==> config.mk <==
export PLATFORM = sky130hd
export DESIGN_NAME = udp_reg_client
export DESIGN_NICKNAME = d
export VERILOG_FILES = /design/src/rtl/udp_reg_pkg.sv /design/src/rtl/udp_reg_client.sv
export SDC_FILE = /design/constraint.sdc
export NUM_CORES = 1
export LEC_CHECK = 0
export CAP_MARGIN = 15
export CORE_MARGIN = 2
export CORE_UTILIZATION = 53
export CTS_CLUSTER_DIAMETER = 80
export DETAILED_ROUTE_END_ITERATION = 7
export PLACE_DENSITY = 0.88
export SETUP_SLACK_MARGIN = 0.4
export SLEW_MARGIN = 25
export SYNTH_ARGS = -nofsm -noshare
export SYNTH_HDL_FRONTEND = slang
export SYNTH_SLANG_ARGS = --single-unit
==> constraint.sdc <==
create_clock -name clk -period 3.7 [get_ports clk]
set_clock_uncertainty 0.2 [all_clocks]
set_input_delay 0.37 -clock clk [delete_from_list [all_inputs] [get_ports clk]]
set_output_delay 0.37 -clock clk [all_outputs]
set_load 0.005 [all_outputs]
==> src/rtl/udp_reg_pkg.sv <==
// udp_reg_pkg
// Shared definitions for the UDP register-access protocol (port 0xC0DE):
// default magic word, response status codes, client FSM states, packet
// field positions and the CRC16-CCITT helper used by both ends of the link.
package udp_reg_pkg;

    localparam logic [15:0] MAGIC_DEF = 16'hC0DE;

    // Beat0 field layout
    localparam int MAGIC_LSB    = 48;
    localparam int OP_BIT       = 47;
    localparam int ADDR_LSB     = 32;
    localparam int ADDR_FIELD_W = 15;
    localparam int DATA_W       = 32;
    localparam int CRC_W        = 16;

    localparam logic [7:0] KEEP_HDR = 8'hFF;
    localparam logic [7:0] KEEP_CRC = 8'h03;

    typedef enum logic [1:0] {
        ST_OK            = 2'd0,
        ST_TIMEOUT       = 2'd1,
        ST_CRC_ERR       = 2'd2,
        ST_ADDR_MISMATCH = 2'd3
    } status_e;

    typedef enum logic [2:0] {
        S_IDLE     = 3'd0,
        S_TX_HDR   = 3'd1,
        S_TX_CRC   = 3'd2,
        S_WAIT_RSP = 3'd3,
        S_RX_CRC   = 3'd4,
        S_DONE     = 3'd5
    } state_e;

    // CRC16-CCITT, poly 0x1021, init 0xFFFF, MSB-first over bits 63..0,
    // no final xor.
    function automatic logic [15:0] crc16_ccitt64(input logic [63:0] data);
        logic [15:0] crc;
        logic        fb;
        crc = 16'hFFFF;
        for (int i = 63; i >= 0; i--) begin
            fb  = crc[15] ^ data[i];
            crc = {crc[14:0], 1'b0};
            if (fb) begin
                crc = crc ^ 16'h1021;
            end
        end
        return crc;
    endfunction

    function automatic logic [63:0] build_hdr(input logic [15:0] magic,
                                              input logic        op,
                                              input logic [14:0] addr,
                                              input logic [31:0] data);
        return {magic, op, addr, data};
    endfunction

endpackage

==> src/rtl/udp_reg_client.sv <==
// udp_reg_client
// Initiator side of the UDP register-access protocol. Accepts one register
// read/write command at a time from a local master, sends it as a two-beat
// packet (header + CRC) on the UDP TX stream and, for reads, waits for the
// matching two-beat reply on the RX stream.
//
// Ports
//   clk, rst_n              clock, asynchronous active-low reset
//   cmd_valid/ready         command handshake
//   cmd_write/addr/wdata    command fields (wdata ignored for reads)
//   rsp_valid               one-cycle completion pulse
//   rsp_rdata/rsp_status    read data / completion status (status_e)
//   m_axis_*                64-bit UDP TX payload stream
//   s_axis_*                64-bit UDP RX payload stream (always ready)
module udp_reg_client
    import udp_reg_pkg::*;
#(
    parameter int          ADDR_W      = 8,
    parameter int          TIMEOUT_CYC = 100000,
    parameter logic [15:0] MAGIC       = MAGIC_DEF
) (
    input  logic              clk,
    input  logic              rst_n,
    input  logic              cmd_valid,
    output logic              cmd_ready,
    input  logic              cmd_write,
    input  logic [ADDR_W-1:0] cmd_addr,
    input  logic [31:0]       cmd_wdata,
    output logic              rsp_valid,
    output logic [31:0]       rsp_rdata,
    output logic [1:0]        rsp_status,
    output logic [63:0]       m_axis_tdata,
    output logic [7:0]        m_axis_tkeep,
    output logic              m_axis_tvalid,
    output logic              m_axis_tlast,
    input  logic              m_axis_tready,
    input  logic [63:0]       s_axis_tdata,
    input  logic [7:0]        s_axis_tkeep,
    input  logic              s_axis_tvalid,
    input  logic              s_axis_tlast,
    output logic              s_axis_tready
);

    localparam int              CNT_W    = $clog2(TIMEOUT_CYC);
    localparam logic [CNT_W-1:0] CNT_LAST = CNT_W'(TIMEOUT_CYC - 1);

    state_e             state_q, state_d;
    logic [63:0]        tx_hdr_q, tx_hdr_d;
    logic [15:0]        tx_crc_q, tx_crc_d;
    logic [47:0]        rx_hdr_q, rx_hdr_d;   // captured reply beat0 below the magic
    logic [15:0]        rx_crc_q, rx_crc_d;   // CRC of captured reply beat0
    logic [CNT_W-1:0]   cnt_q, cnt_d;
    logic               drop_q, drop_d;       // discarding rest of a non-matching packet
    status_e            status_q, status_d;
    logic [31:0]        rdata_q, rdata_d;
    logic               armed_q;              // holds cmd_ready low until first clock after reset

    logic        rx_hdr_ok;
    logic        timeout_hit;
    logic [63:0] cmd_hdr;

    assign cmd_hdr = build_hdr(MAGIC, cmd_write, ADDR_FIELD_W'(cmd_addr),
                               cmd_write ? cmd_wdata : 32'h0);

    assign rx_hdr_ok = s_axis_tvalid && !s_axis_tlast && (s_axis_tkeep == KEEP_HDR) &&
                       (s_axis_tdata[63:MAGIC_LSB] == MAGIC);

    assign timeout_hit = (cnt_q == CNT_LAST);

    always_ff @(posedge clk or negedge rst_n) begin
        if (!rst_n) begin
            state_q  <= S_IDLE;
            tx_hdr_q <= '0;
            tx_crc_q <= '0;
            rx_hdr_q <= '0;
            rx_crc_q <= '0;
            cnt_q    <= '0;
            drop_q   <= 1'b0;
            status_q <= ST_OK;
            rdata_q  <= '0;
            armed_q  <= 1'b0;
        end else begin
            state_q  <= state_d;
            tx_hdr_q <= tx_hdr_d;
            tx_crc_q <= tx_crc_d;
            rx_hdr_q <= rx_hdr_d;
            rx_crc_q <= rx_crc_d;
            cnt_q    <= cnt_d;
            drop_q   <= drop_d;
            status_q <= status_d;
            rdata_q  <= rdata_d;
            armed_q  <= 1'b1;
        end
    end

    always_comb begin
        state_d  = state_q;
        tx_hdr_d = tx_hdr_q;
        tx_crc_d = tx_crc_q;
        rx_hdr_d = rx_hdr_q;
        rx_crc_d = rx_crc_q;
        cnt_d    = cnt_q;
        drop_d   = drop_q;
        status_d = status_q;
        rdata_d  = rdata_q;

        case (state_q)
            S_IDLE: begin
                if (armed_q && cmd_valid) begin
                    tx_hdr_d = cmd_hdr;
                    tx_crc_d = crc16_ccitt64(cmd_hdr);
                    state_d  = S_TX_HDR;
                end
            end

            S_TX_HDR: begin
                if (m_axis_tready) begin
                    state_d = S_TX_CRC;
                end
            end

            S_TX_CRC: begin
                if (m_axis_tready) begin
                    if (tx_hdr_q[OP_BIT]) begin
                        status_d = ST_OK;
                        rdata_d  = '0;
                        state_d  = S_DONE;
                    end else begin
                        cnt_d   = '0;
                        drop_d  = 1'b0;
                        state_d = S_WAIT_RSP;
                    end
                end
            end

            S_WAIT_RSP: begin
                // Saturate so a capture on the last count still times out later.
                cnt_d = timeout_hit ? cnt_q : cnt_q + 1'b1;
                if (!drop_q && rx_hdr_ok) begin
                    rx_hdr_d = s_axis_tdata[47:0];
                    rx_crc_d = crc16_ccitt64(s_axis_tdata);
                    state_d  = S_RX_CRC;
                end else begin
                    if (s_axis_tvalid) begin
                        drop_d = !s_axis_tlast;
                    end
                    if (timeout_hit) begin
                        status_d = ST_TIMEOUT;
                        rdata_d  = '0;
                        state_d  = S_DONE;
                    end
                end
            end

            S_RX_CRC: begin
                cnt_d = timeout_hit ? cnt_q : cnt_q + 1'b1;
                if (s_axis_tvalid && s_axis_tlast) begin
                    rdata_d = '0;
                    state_d = S_DONE;
                    if (s_axis_tdata[CRC_W-1:0] != rx_crc_q) begin
                        status_d = ST_CRC_ERR;
                    end else if (rx_hdr_q[OP_BIT] ||
                                 rx_hdr_q[ADDR_LSB +: ADDR_FIELD_W] !=
                                 tx_hdr_q[ADDR_LSB +: ADDR_FIELD_W]) begin
                        status_d = ST_ADDR_MISMATCH;
                    end else begin
                        status_d = ST_OK;
                        rdata_d  = rx_hdr_q[DATA_W-1:0];
                    end
                end else if (rx_hdr_ok) begin
                    // A new header-looking beat restarts the match.
                    rx_hdr_d = s_axis_tdata[47:0];
                    rx_crc_d = crc16_ccitt64(s_axis_tdata);
                end else begin
                    if (s_axis_tvalid) begin
                        drop_d  = 1'b1;
                        state_d = S_WAIT_RSP;
                    end
                    if (timeout_hit) begin
                        status_d = ST_TIMEOUT;
                        rdata_d  = '0;
                        state_d  = S_DONE;
                    end
                end
            end

            S_DONE: begin
                state_d = S_IDLE;
            end

            default: begin
                state_d = S_IDLE;
            end
        endcase
    end

    assign cmd_ready     = armed_q && (state_q == S_IDLE);
    assign rsp_valid     = (state_q == S_DONE);
    assign rsp_rdata     = (state_q == S_DONE) ? rdata_q : 32'h0;
    assign rsp_status    = (state_q == S_DONE) ? status_q : ST_OK;
    assign m_axis_tvalid = (state_q == S_TX_HDR) || (state_q == S_TX_CRC);
    assign m_axis_tlast  = (state_q == S_TX_CRC);
    assign m_axis_tdata  = (state_q == S_TX_HDR) ? tx_hdr_q :
                           (state_q == S_TX_CRC) ? {48'h0, tx_crc_q} : 64'h0;
    assign m_axis_tkeep  = (state_q == S_TX_HDR) ? KEEP_HDR :
                           (state_q == S_TX_CRC) ? KEEP_CRC : 8'h00;
    assign s_axis_tready = 1'b1;

endmodule

# After elaboration in Yosys (flattened, before gate mapping)
# Cells that the tools add are included.
dict set report word_totals {
  regBits 178
  output_inout_bits 111
  inputBits 119
  wordCells 1102
}
dict set report classes {
  muxes 687
  eq_ne 26
  bitwise_logic 356
  add_sub_neg 1
  reduce_logical 22
}
# cell n
set op_table {}
lappend op_table {{two-way mux 16 bit} 445}
lappend op_table {{two-way mux 13 bit} 190}
lappend op_table {{NOT 3 bit} 189}
lappend op_table {{two-way mux 32 bit} 10}
lappend op_table {{bitwise XOR 1 bit} 167}
lappend op_table {{two-way mux 48 bit} 3}
lappend op_table {{one-hot mux 32 bit (3 select lines)} 1}
lappend op_table {{one-hot mux 48 bit (2 select lines)} 1}
lappend op_table {{two-way mux 64 bit} 1}
lappend op_table {{two-way mux 17 bit} 3}
lappend op_table {{one-hot mux 17 bit (2 select lines)} 1}
lappend op_table {{one-hot mux 16 bit (2 select lines)} 1}
lappend op_table {{two-way mux 3 bit} 10}
lappend op_table {{!= test 2 bit, second input constant} 11}
lappend op_table {{two-way mux 2 bit} 10}
lappend op_table {{adder 17 x 1 -> 17 bit, second input constant} 1}
lappend op_table {{== test 17 bit, second input constant} 1}
lappend op_table {{== test 16 bit, second input constant} 1}
lappend op_table {{!= test 16 bit} 1}
lappend op_table {{!= test 15 x 8 -> 1 bit} 1}
lappend op_table {{one-hot mux 3 bit (5 select lines)} 1}
lappend op_table {{== test 8 bit, second input constant} 1}
lappend op_table {{two-way mux 8 bit} 1}
lappend op_table {{AND reduction 4 bit} 2}
lappend op_table {{20 further kinds} 39}

# Depth between registers and ports, before layout
dict set report depth {
  word_depth 322
  ltp_mapped 11
  depth_no_buf 10
}

# Least setup slack after synthesis
# OpenSTA, ideal clock, no wires.
dict set report synth_timing {
  path_type {in2reg}
  start {input port s_axis_tdata[62]}
  end {register rx_crc_q[1]}
  cell_stages 9
  t_required_ns 3.375
  setup_time_ns 0.125
  arrival_time_ns 3.489
  n_path_buf 1
  setup_slack_ns -0.114
  cell_sequence {buf_6 -> xnor3_2 -> xnor3_2 -> xnor3_2 -> xnor3_1 -> xnor3_2 -> xnor3_2 -> xor3_1 -> mux2_2}
}
dict set report synth_between {
  elab_chain_cells 244
  elab_cells_between_ends 574
  cone_classes {eq/ne (3); mux (434); bitwise (134); reduce/logical (3)}
}
# item line
set synth_lines {}
lappend synth_lines {{start: declaration} udp_reg_client.sv:37} ;# input logic [63:0] s_axis_tdata,
lappend synth_lines {{bitwise XOR 1 bit} udp_reg_pkg.sv:43} ;# fb = crc[15] ^ data[i];
lappend synth_lines {{two-way mux 13 bit} udp_reg_pkg.sv:45} ;# if (fb) begin
lappend synth_lines {{two-way mux 16 bit} udp_reg_client.sv:170} ;# end else if (rx_hdr_ok) begin
lappend synth_lines {{two-way mux 16 bit} udp_reg_client.sv:157} ;# if (s_axis_tvalid && s_axis_tlast) begin
lappend synth_lines {{two-way mux 16 bit} udp_reg_client.sv:107} ;# case (state_q)
lappend synth_lines {{two-way mux 16 bit / two-way mux 13 bit (equally long branches)} {udp_reg_client.sv:170, udp_reg_pkg.sv:45}}
lappend synth_lines {{two-way mux 16 bit (on tied branches)} {udp_reg_client.sv:157, udp_reg_client.sv:170}}
lappend synth_lines {{two-way mux 16 bit (on tied branches)} {udp_reg_client.sv:107, udp_reg_client.sv:157}}
lappend synth_lines {{[228 not listed]} -}
lappend synth_lines {{two-way mux 13 bit} udp_reg_pkg.sv:45}
lappend synth_lines {{two-way mux 16 bit} udp_reg_client.sv:170}
lappend synth_lines {{two-way mux 16 bit} udp_reg_client.sv:157}
lappend synth_lines {{two-way mux 16 bit} udp_reg_client.sv:107}
lappend synth_lines {{two-way mux 13 bit} udp_reg_pkg.sv:45}
lappend synth_lines {{two-way mux 16 bit} udp_reg_client.sv:170}
lappend synth_lines {{two-way mux 16 bit} udp_reg_client.sv:157}
lappend synth_lines {{one-hot mux 16 bit (2 select lines)} udp_reg_client.sv:107}
lappend synth_lines {{end signal: assignment} udp_reg_client.sv:87} ;# rx_crc_q <= rx_crc_d;
lappend synth_lines {{end: declaration} udp_reg_client.sv:51} ;# logic [15:0] rx_crc_q, rx_crc_d;
# Several ways; a longest one is shown, not always the timed one. The select of a mux whose other input is x is not followed.
# A chain may end at the register's enable or synchronous reset.

# Worst setup path in the final report
dict set report layout_timing {
  start {input port s_axis_tdata[63]}
  end {register rx_crc_q[7]}
}
dict set report layout_between {
  elab_chain_cells 253
  elab_cells_between_ends 616
  cone_classes {eq/ne (3); mux (446); bitwise (164); reduce/logical (3)}
}
# item line
set layout_lines {}
lappend layout_lines {{two-way mux 13 bit} udp_reg_pkg.sv:45}
lappend layout_lines {{two-way mux 16 bit} udp_reg_client.sv:170}
lappend layout_lines {{two-way mux 16 bit} udp_reg_client.sv:157}
lappend layout_lines {{two-way mux 16 bit} udp_reg_client.sv:107}
lappend layout_lines {{two-way mux 16 bit / two-way mux 13 bit (equally long branches)} {udp_reg_client.sv:170, udp_reg_pkg.sv:45}}
lappend layout_lines {{two-way mux 16 bit (on tied branches)} {udp_reg_client.sv:157, udp_reg_client.sv:170}}
lappend layout_lines {{two-way mux 16 bit (on tied branches)} {udp_reg_client.sv:107, udp_reg_client.sv:157}}
lappend layout_lines {{two-way mux 16 bit (on tied branches)} {udp_reg_client.sv:170, udp_reg_client.sv:107}}
lappend layout_lines {{[237 not listed]} -}
lappend layout_lines {{two-way mux 13 bit} udp_reg_pkg.sv:45}
lappend layout_lines {{two-way mux 16 bit} udp_reg_client.sv:170}
lappend layout_lines {{two-way mux 16 bit} udp_reg_client.sv:157}
lappend layout_lines {{two-way mux 16 bit} udp_reg_client.sv:107}
lappend layout_lines {{two-way mux 13 bit} udp_reg_pkg.sv:45}
lappend layout_lines {{two-way mux 16 bit} udp_reg_client.sv:170}
lappend layout_lines {{two-way mux 16 bit} udp_reg_client.sv:157}
lappend layout_lines {{one-hot mux 16 bit (2 select lines)} udp_reg_client.sv:107}
# Several ways; a longest one is shown, not always the timed one. The select of a mux whose other input is x is not followed.

==> impl_metrics.csv <==
group,metric,value,unit
routing,drtPass1Iterations,5,
floorplan,fp.dieArea,23100,um^2
logic_synthesis,synth_top_area_frac,0.383,
placement,dp.final_hpwl,24.4,mm
min_path,hold_class,"in2reg",
timing,maxSlewViolCount,0,
setup_path,start_kind,"input pin",
global_routing,grt_pass1_vias,9559,
routing,routedWlPerCell,21.8,um
logic_synthesis,synth_area,11600,um^2
timing,setup_violations,0,
global_routing,antenna_found_initial,4,
status,status,"finished clean",
logic_synthesis,synth_warnings,0,
placement,portBuffers,213,
finish,layout.cells.non_filler,1689,
routing,vias,9588,
logic_synthesis,synth-main-ff-cell,"dfrtp_1",
placement,placedCellCount,1616,
routing,route.detailed.drc,0,
clocking,clkLatencyLatePin,0.45,ns
power,p_per_area,1230,nW/um^2
job,max-cap-violations,0,
floorplan,die_w,152,um
timing,fmax,292,MHz
timing,fin_crit_sh,0.927,
clocking,cts_tree,"built",
logic_synthesis,synth.most_common_cell,"dfrtp_1",
timing,maxSlewHeadroom,0.439,
floorplan,initial_core_util,0.536,
setup_path,cp.arrival,3.55,ns
routing,drt-total-wl,36.8,mm
setup_path,cp.required,3.82,ns
timing,rsz0062_at_grt,"yes",
logic_synthesis,ys_types,52,
global_routing,grt_max_degree,78,
logic_synthesis,synth_cells,1052,
finish,nFillCells,1222,
logic_synthesis,syn_avg_cell_area,11.0,um^2
routing,ant_nets,0,
power,leakagePower,7.87,nW
floorplan,ios,230,
timing,worstMarginPinSlew,0.839,ns
setup_path,criticalPathCategory,"in2reg",
global_routing,grt-ovfl-total,0,
logic_synthesis,yosysSeqAreaShare,0.383,
floorplan,die_h,152,um
clocking,cts_root_buf,"clkbuf_16",
clocking,numCtsBuffers,17,
floorplan,core_region_area,21700,um^2
setup_path,crit_fanout,4,
setup_path,endpoint_kind,"flop",
logic_synthesis,async_reset_ff_frac,1.00,
finish,drive_above_1_share,0.283,
timing,whs,0.0985,ns
global_routing,grt_usage,0.293,
routing,vias_per_cell,5.68,
logic_synthesis,yosys-top-cells-area,"dfrtp_1 38%, xnor2_1 12%, xnor3_1 9.7%, mux2_2 6.2%, xor2_1 5.2%",
finish,fin_nets,1513,
finish,syn_to_final_growth,41.1,%
routing,drtIter0Drc,781,
logic_synthesis,synth-edff-count,0,
power,peakVddDrop,0.00375,V
timing,hold_viol_final,0,
logic_synthesis,synth_common_cells,"178 x dfrtp_1, 159 x xnor2_1, 116 x nand2_1",
logic_synthesis,synth.ff_latch_count,178,
clocking,clock-sinks,178,
clocking,clkTransAtPathRegs,0.08,ns
floorplan,rows,54,
timing,layout_min_cycle_time,3.43,ns
placement,gp_congestion,0.938,
global_routing,grt_pass1_wl,53.1,mm
clocking,htree_num_levels,4,
logic_synthesis,yosysTopAreaCell,"dfrtp_1",
clocking,cts_buffer_depth,2,
-- per-layer routing --
| metal | routed length [um] | share of wire | GRT usage |
|---|---|---|---|
| met3 | 2620 | 0.071 | 0.0602 |
| met2 | 18100 | 0.49 | 0.485 |
| met5 | 0 | 0 | 0 |
| met4 | 1930 | 0.052 | 0.140 |
| met1 | 14100 | 0.38 | 0.372 |
-- logic make-up (layout without fill, tap and decap cells) --
logic type / after synthesis / count (layout) / synth area share
xor gates and xnor gates: 303 / 303 / 0.316
and+or+nand+nor: 267 / 267 / 0.114
DFF: 178 / 178 / 0.383
AOI/OAI and AO/OA: 146 / 146 / 0.0831
buffers and inverters: 90 / 428 / 0.0399
muxes: 65 / 65 / 0.0629
other: 2 / 21 / 0.000646
adders and majority gates: 1 / 1 / 0.00108
-- flip-flops by register name, summed over array words and instances (netlist names) --
name      cells
tx_hdr_q     42
tx_crc_q     16
rx_crc_q     16
rdata_q      32
status_q      2
state_q       3
cnt_q        17
drop_q        1
rx_hdr_q     48
armed_q       1
-- cell usage in the layout (no fill, tap or decap), types with 24 or more instances in the layout --
master           count
nand2_1            115
o21ai_1             24
xor2_1              53
clkdlybuf4s50_1    170
buf_4              160
xnor3_2             30
xnor2_1            120
mux2_2              63
and2_1              62
xnor2_2             33
a22o_1              51
o21ai_0             44
xnor3_1             27
nor2_1              29
dfrtp_1            178
-- per-stage QoR --
step	total power [mW]	utilization	setup TNS (ns)	cell area [um^2]	setup slack, ns
detailed placement	15.6	0.692	-5.76	15000	-0.456
finish	20.2	0.756	0	16400	0.271
global placement	15.3	0.692	-3.61	15000	-0.272
floorplan	11.6	-	0	11800	0.366
global route	20.9	0.756	0	16400	0.250
CTS	18.6	0.738	0	16000	0.329
-- power by group --
| part | switching [mW] | internal (mW) | leakage [nW] |
|---|---|---|---|
| Combinational | 6.85 | 8.87 | 5.19 |
| Clock | 0.850 | 1.01 | 0.276 |
| Sequential | 0.280 | 2.30 | 2.40 |
-- what timing repair did --
| item | 4_1_cts | 5_1_grt |
|---|---|---|
| setup buffers | 20 | 17 |
| pin swaps | 38 | 38 |
| endpoints found under the hold margin | 57 | 0 |
| resized for setup | 112 | 85 |
| hold buffers | 1 | 0 |
| endpoints found under the setup margin | 20 | 52 |
-- area by class of cell --
class                   instances  area (um^2)  share of cell area
diodes                          4         10.0            0.000610
clock buffers                  18          429              0.0262
clock inverters                13          151             0.00923
inverters                       6         22.5             0.00137
multi-input cells             799         7420               0.452
flip-flops and latches        178         4450               0.272
well taps                     280          350              0.0214
repair buffers                391         3560               0.217
-- critical path: stages --
cell	delay [ns]
dlygate4sd2_1	0.35
xnor3_2	0.34
xor2_2	0.20
xnor2_2	0.26
xnor3_2	0.43
xnor3_2	0.41
xor3_1	0.40
xor3_2	0.48
xnor2_1	0.22
o21ai_1	0.09
-- worst paths after layout --
check / from / end / slack [ns] / cells after the start
setup / recovery: s_axis_tdata[63] / rx_crc_q[7]$_DFFE_PN0P_ / 0.27 / 10
hold / removal: s_axis_tdata[47] / rx_hdr_q[47]$_DFFE_PN0P_ / 0.1 / 2
setup reg to reg: cnt_q[5]$_DFFE_PN0P_ / cnt_q[14]$_DFFE_PN0P_ / 0.59 / 9
hold reg to reg: tx_hdr_q[18]$_DFFE_PN0P_ / tx_hdr_q[18]$_DFFE_PN0P_ / 0.28 / 2
max in group asynchronous: rst_n / rdata_q[13]$_DFFE_PN0P_ / 2.16 / 3
min in group asynchronous: rst_n / rx_hdr_q[4]$_DFFE_PN0P_ / 0.26 / 2
Note: power is estimated with default switching activity, not from simulation.
